==> config.mk <==
export PLATFORM = sky130hd
export DESIGN_NAME = alu_iter
export DESIGN_NICKNAME = d
export VERILOG_FILES = /design/src/rtl/alu_pkg.sv /design/src/rtl/alu_comb_core.sv /design/src/rtl/alu_iter.sv
export SDC_FILE = /design/constraint.sdc
export NUM_CORES = 1
export LEC_CHECK = 0
export ABC_CLOCK_PERIOD_IN_PS = 4500
export BUFFER_PORTS_ARGS = -buffer_cell sky130_fd_sc_hd__buf_2
export CAP_MARGIN = 25
export CORE_ASPECT_RATIO = 1.25
export CORE_MARGIN = 1.5
export CORE_UTILIZATION = 55
export CTS_BUF_LIST = sky130_fd_sc_hd__clkbuf_2
export CTS_CLUSTER_DIAMETER = 200
export DETAILED_ROUTE_END_ITERATION = 10
export PLACE_DENSITY_LB_ADDON = 0.08
export SLEW_MARGIN = 40
export SYNTH_ARGS = -nofsm -noshare
export SYNTH_HDL_FRONTEND = slang
export SYNTH_HIERARCHICAL = 1
export SYNTH_SLANG_ARGS = --single-unit
==> constraint.sdc <==
create_clock -name clk -period 4.5 [get_ports clk]
set_input_delay 0.9 -clock clk [delete_from_list [all_inputs] [get_ports clk]]
set_output_delay 0.9 -clock clk [all_outputs]
set_load 0.01 [all_outputs]
==> src/rtl/alu_pkg.sv <==
// Shared opcode and state encodings for the iterative ALU.
package alu_pkg;

    localparam int OP_W = 4;

    typedef enum logic [OP_W-1:0] {
        OP_PASSB = 4'h0,
        OP_XOR   = 4'h1,
        OP_OR    = 4'h2,
        OP_AND   = 4'h3,
        OP_ADD   = 4'h4,
        OP_ADC   = 4'h5,
        OP_SUB   = 4'h6,
        OP_SBC   = 4'h7,
        OP_SHL   = 4'h8,
        OP_SHR   = 4'h9,
        OP_ROLC  = 4'hA,
        OP_RORC  = 4'hB,
        OP_MUL   = 4'hC,
        OP_DIVU  = 4'hD,
        OP_NOT   = 4'hE,
        OP_RSVD  = 4'hF
    } alu_op_e;

    typedef enum logic {
        IDLE = 1'b0,
        ITER = 1'b1
    } alu_state_e;

endpackage

==> src/rtl/alu_comb_core.sv <==
// Combinational datapath for every op that completes in one cycle,
// including the divide-by-zero shortcut of DIVU.
module alu_comb_core
    import alu_pkg::*;
#(
    parameter int WIDTH = 8
) (
    input  alu_op_e          op,
    input  logic [WIDTH-1:0] a,
    input  logic [WIDTH-1:0] b,
    input  logic             cin,
    output logic [WIDTH-1:0] s,
    output logic             cout,
    output logic             v
);

    logic             is_sub;
    logic [WIDTH-1:0] b_eff;
    logic             c_eff;
    logic [WIDTH:0]   sum;
    logic             add_v;

    // Subtraction is A + ~B + carry; the same adder serves all four arith ops.
    assign is_sub = (op == OP_SUB) || (op == OP_SBC);
    assign b_eff  = is_sub ? ~b : b;
    assign c_eff  = (op == OP_ADD) ? 1'b0 : (op == OP_SUB) ? 1'b1 : cin;
    assign sum    = {1'b0, a} + {1'b0, b_eff} + {{WIDTH{1'b0}}, c_eff};
    assign add_v  = (a[WIDTH-1] == b_eff[WIDTH-1]) && (sum[WIDTH-1] != a[WIDTH-1]);

    always_comb begin
        s    = '0;
        cout = 1'b0;
        v    = 1'b0;
        case (op)
            OP_PASSB: s = b;
            OP_XOR:   s = a ^ b;
            OP_OR:    s = a | b;
            OP_AND:   s = a & b;
            OP_ADD, OP_ADC, OP_SUB, OP_SBC: begin
                s    = sum[WIDTH-1:0];
                cout = sum[WIDTH];
                v    = add_v;
            end
            OP_SHL: begin
                s    = {a[WIDTH-2:0], 1'b0};
                cout = a[WIDTH-1];
            end
            OP_SHR: begin
                s    = {1'b0, a[WIDTH-1:1]};
                cout = a[0];
            end
            OP_ROLC: begin
                s    = {a[WIDTH-2:0], cin};
                cout = a[WIDTH-1];
            end
            OP_RORC: begin
                s    = {cin, a[WIDTH-1:1]};
                cout = a[0];
            end
            // Only reached when B==0; the top iterates otherwise.
            OP_DIVU: begin
                s    = '1;
                cout = 1'b1;
            end
            OP_NOT:  s = ~a;
            OP_RSVD: s = a;
            default: s = '0;
        endcase
    end

endmodule

==> src/rtl/alu_iter.sv <==
// Multi-cycle ALU: single-cycle ops via alu_comb_core, MUL/DIVU iterated
// one bit per cycle, all results and flags registered.
module alu_iter
    import alu_pkg::*;
#(
    parameter int WIDTH = 8
) (
    input  logic             clk,
    input  logic             reset,
    input  logic             start,
    input  logic [OP_W-1:0]  I,
    input  logic [WIDTH-1:0] A,
    input  logic [WIDTH-1:0] B,
    input  logic             Cin,
    output logic             ready,
    output logic             done,
    output logic [WIDTH-1:0] S,
    output logic [WIDTH-1:0] H,
    output logic             Cout,
    output logic             Z,
    output logic             N,
    output logic             V
);

    // Handshake: a request is taken when start && ready at a rising edge;
    // done pulses for one cycle as S/H/flags update, and ready is already
    // high in that cycle so the next start may overlap it.

    localparam int CNT_W = $clog2(WIDTH) + 1;
    localparam logic [CNT_W-1:0] LAST = CNT_W'(WIDTH - 1);

    alu_state_e       state;
    logic [CNT_W-1:0] cnt;
    logic             is_div;
    logic [WIDTH:0]   acc;
    logic [WIDTH-1:0] lo;
    logic [WIDTH-1:0] opnd;

    alu_op_e          op;
    logic [WIDTH-1:0] core_s;
    logic             core_cout;
    logic             core_v;
    logic             multi;

    assign op    = alu_op_e'(I);
    assign multi = (op == OP_MUL) || ((op == OP_DIVU) && (B != '0));

    alu_comb_core #(.WIDTH(WIDTH)) u_core (
        .op   (op),
        .a    (A),
        .b    (B),
        .cin  (Cin),
        .s    (core_s),
        .cout (core_cout),
        .v    (core_v)
    );

    logic [WIDTH:0]   mul_sum;
    logic [WIDTH:0]   div_shift;
    logic [WIDTH:0]   div_diff;
    logic [WIDTH:0]   acc_n;
    logic [WIDTH-1:0] lo_n;

    // MUL: acc:lo is the product, lo shifts out the multiplier LSB-first.
    // DIVU: acc holds the partial remainder, lo the dividend turning into the quotient.
    assign mul_sum   = lo[0] ? (acc + {1'b0, opnd}) : acc;
    assign div_shift = {acc[WIDTH-1:0], lo[WIDTH-1]};
    assign div_diff  = div_shift - {1'b0, opnd};

    always_comb begin
        acc_n = acc;
        lo_n  = lo;
        if (is_div) begin
            if (!div_diff[WIDTH]) begin
                acc_n = div_diff;
                lo_n  = {lo[WIDTH-2:0], 1'b1};
            end else begin
                acc_n = div_shift;
                lo_n  = {lo[WIDTH-2:0], 1'b0};
            end
        end else begin
            acc_n = {1'b0, mul_sum[WIDTH:1]};
            lo_n  = {mul_sum[0], lo[WIDTH-1:1]};
        end
    end

    always_ff @(posedge clk) begin
        if (reset) begin
            state  <= IDLE;
            ready  <= 1'b0;
            done   <= 1'b0;
            cnt    <= '0;
            is_div <= 1'b0;
            acc    <= '0;
            lo     <= '0;
            opnd   <= '0;
            S      <= '0;
            H      <= '0;
            Cout   <= 1'b0;
            Z      <= 1'b0;
            N      <= 1'b0;
            V      <= 1'b0;
        end else begin
            done <= 1'b0;
            case (state)
                IDLE: begin
                    ready <= 1'b1;
                    if (start && ready) begin
                        if (multi) begin
                            state  <= ITER;
                            ready  <= 1'b0;
                            cnt    <= '0;
                            is_div <= (op == OP_DIVU);
                            acc    <= '0;
                            lo     <= A;
                            opnd   <= B;
                        end else begin
                            S    <= core_s;
                            H    <= (op == OP_DIVU) ? A : '0;
                            Cout <= core_cout;
                            V    <= core_v;
                            Z    <= (core_s == '0);
                            N    <= core_s[WIDTH-1];
                            done <= 1'b1;
                        end
                    end
                end
                ITER: begin
                    acc <= acc_n;
                    lo  <= lo_n;
                    cnt <= cnt + 1'b1;
                    if (cnt == LAST) begin
                        state <= IDLE;
                        ready <= 1'b1;
                        done  <= 1'b1;
                        S     <= lo_n;
                        H     <= acc_n[WIDTH-1:0];
                        Cout  <= is_div ? 1'b0 : (acc_n[WIDTH-1:0] != '0);
                        V     <= 1'b0;
                        Z     <= (lo_n == '0);
                        N     <= lo_n[WIDTH-1];
                    end
                end
                default: state <= IDLE;
            endcase
        end
    end

endmodule

==> run_results.csv <==
group,metric,value,unit
job,max_cap_violations,0,
clocking,insertion_delay,480,ps
die,die_x,86.14,um
clocking,clock-sinks,52,
drt,first_pass_iters,5,
clocking,hold_buffers,0,
logic_synthesis,yosysSeqAreaShare,0.2191,
grt,grt_pass1_vias,4340,
setup_path,critPathKind,"reg -> reg",
logic_synthesis,synth-edff-count,0,
place,gp_congestion,0.9808,
clocking,clk_pin_slew,280,ps
timing,rsz0062_at_grt,"no",
logic_synthesis,synth_top_area_cell,"dfxtp_1",
setup_path,r2r_slack,720,ps
clocking,cts_buffers,5,
die,core,8333,sq um
drt,vias,4611,
die,pin_count,46,
pwr,p_leak,2.026,nW
grt,track_usage,0.2913,
logic_synthesis,ys_types,67,
setup_path,slowest_delay,440,ps
timing,min_period_over_period,0.8409,
final_layout,synthToLayoutAreaGrowth,6.398,%
die,die_h,106.9,um
clocking,cts_setup_buffers,0,
hold_path,holdPathStages,2,
timing,holdWs,469.7,ps
timing,clock_skew,28.96,ps
setup_path,critPathArrivalTime,4180,ps
final_layout,final_net_count,709,
logic_synthesis,syn_inst,617,
drt,ant_nets,0,
die,dieArea,9211,sq um
clocking,clk_path_buf_depth,2,
logic_synthesis,ys_top_cells_by_count,"nand2_1 (65), a21oi_1 (57), dfxtp_1 (52)",
clocking,h-tree-depth,2,
drt,post-route-drc-count,0,
logic_synthesis,synth_area,4752,sq um
grt,antenna_found_initial,0,
grt,grt.overflow.total,0,
drt,wl,13030,um
timing,hold_viol,0,
place,portBuffers,45,
logic_synthesis,synth_area_per_cell,7.702,sq um
grt,grt_pass1_wl,21320,um
timing,tns,0,ps
logic_synthesis,ys.flop_type,"dfxtp_1",
timing,finalCriticalPeriod,3784,ps
setup_path,crit_chain,"inv_1 > ha_1 > inv_1 > fa_1 > a21oi_1 > o21ai_0 > a21o_1 > a21o_1 > ha_1 > buf_4 > and2_1 > nand4_1 > nor4b_1 > nand2_1 > a211oi_1",
setup_path,crit_required,4900,ps
die,initial_utilization,0.5703,
grt,grt_start_max_net_pins,54,
logic_synthesis,async_flop_share,0,
setup_path,critPathSlowestCell,"nor4b_1",
die,num_rows,37,
setup_path,r2r_cells,15,
drt,via_per_inst,6.248,
logic_synthesis,synth_warnings,6,
drt,wl_per_cell,17.65,um
timing,fmax,264.3,MHz
setup_path,path_max_fanout,12,
place,dp_hpwl,9914,um
logic_synthesis,synth_area_leaders,"dfxtp_1 (22%), ha_1 (11%), a21oi_1 (6.0%)",
setup_path,startpoint_type,"flop",
logic_synthesis,yosysMostFrequentCell,"nand2_1",
timing,worst_slew_pin_slew,731.2,ps
clocking,cts_tree,"done",
logic_synthesis,syn_nets,686,
setup_path,end_kind,"flop",
timing,max_slew_margin,0.5126,
timing,slew_violations,0,
pwr,p_per_area,199.0,nW/um^2
final_layout,diodes,0,
run_status,outcome,"finished, final reports clean",
pwr,ir_drop,0.0001187,V
clocking,cts_resized,0,
logic_synthesis,ys_ff_latch,52,
clocking,cts_root_buffer,"clkbuf_2",
final_layout,layout-drive-gt1-share,0.1310,
hold_path,hold_path_class,"reg -> reg",
logic_synthesis,yosys.area.top_type_share,0.2191,
timing,setup_viol,0,
drt,drtIter0Drc,263,
-- routing by layer --
metal,GRT usage,vias to the layer above,wire [um]
met1,0.3588,2163,5387
met5,0,-,0
li1,-,2270,-
met2,0.5039,149,6552
met3,0.02617,29,590
met4,0.1463,0,495
-- worst max-delay path: cells and delay by family (launching register included) --
kind | cells | cell delay (ps)
compound gates | 5 | 1040
flops | 1 | 400
simple gates | 4 | 960
buf+inv | 3 | 370
fa+ha+maj | 3 | 920
-- registers in the layout, indices dropped and copies added, names as in the netlist --
signal and cells:
is_div 1, cnt 4, acc 9, state 1, done 1, ready 1, S 8, Z 1
V 1, lo 8, opnd 8, H 8, Cout 1
-- final cells by class --
cell class / count / area (sq um)
Multi-Input combinational cell: 489 / 3402
Fill cell: 788 / 3277
Sequential cell: 52 / 1041
Timing Repair Buffer: 56 / 310.3
Inverter: 36 / 135.1
Tap cell: 97 / 121.4
Clock buffer: 6 / 30.03
Clock inverter: 2 / 16.27
-- placed cells by master (no fill, tap or decap), types with 3 or more instances in the layout --
| cell type | count |
|---|---|
| inv_1 | 35 |
| a31oi_1 | 8 |
| o21a_1 | 6 |
| buf_4 | 12 |
| o21ai_1 | 8 |
| buf_2 | 44 |
| nand2_1 | 65 |
| nor4_1 | 7 |
| nor2b_1 | 17 |
| or4_1 | 3 |
| nor3b_1 | 11 |
| xnor2_1 | 19 |
| a21oi_1 | 57 |
| mux2_2 | 4 |
| o21ai_0 | 18 |
| a311oi_1 | 4 |
| nand3_1 | 7 |
| a21o_1 | 7 |
| ha_1 | 41 |
| and3_1 | 6 |
| fa_1 | 4 |
| nand2b_1 | 18 |
| or3_1 | 3 |
| nor2_1 | 42 |
| xor2_1 | 4 |
| a211oi_1 | 24 |
| o211ai_1 | 13 |
| mux4_2 | 4 |
| mux2i_1 | 12 |
| nor3_1 | 19 |
| clkbuf_2 | 6 |
| dfxtp_1 | 52 |
| a211o_1 | 4 |
| mux2_1 | 3 |
| nand3b_1 | 7 |
-- metrics by stage --
step / area, sq um / std cells / worst slack, ps / total power [mW] / utilization
CTS: 5049 / 738 / 727.7 / 1.009 / 0.6059
global route: 5056 / 738 / 533.2 / 1.068 / 0.6068
detailed placement: 5002 / 730 / 289.4 / 0.8124 / 0.6003
floorplan: 4752 / 617 / 369.8 / 0.7167 / -
global placement: 4997 / 730 / 379.2 / 0.8065 / 0.5997
finish: 5056 / 738 / 715.8 / 1.006 / 0.6068
-- report_power, final --
group / switching [mW] / internal, mW / total [mW]
Combinational: 0.188 / 0.129 / 0.317
Clock: 0.155 / 0.0414 / 0.197
Sequential: 0.0130 / 0.479 / 0.492
Total: 0.357 / 0.650 / 1.01
-- path summary, 6_finish.rpt --
path	end	startpoint
hold / removal	S[2]	S[2]
setup / recovery	H[5]	lo[7]
setup reg to reg	H[5]	lo[7]
hold reg to reg	S[2]	S[2]
-- kinds of logic after synthesis --
kind of cell / after synthesis / share of synthesized area
compound gates: 180 / 0.2499
xor+xnor: 23 / 0.04239
fa+ha+maj: 45 / 0.1248
buf+inv: 76 / 0.06714
flops: 52 / 0.2191
mux: 24 / 0.06398
simple gates: 217 / 0.2328
No activity file was read; power rests on OpenSTA's default activity.
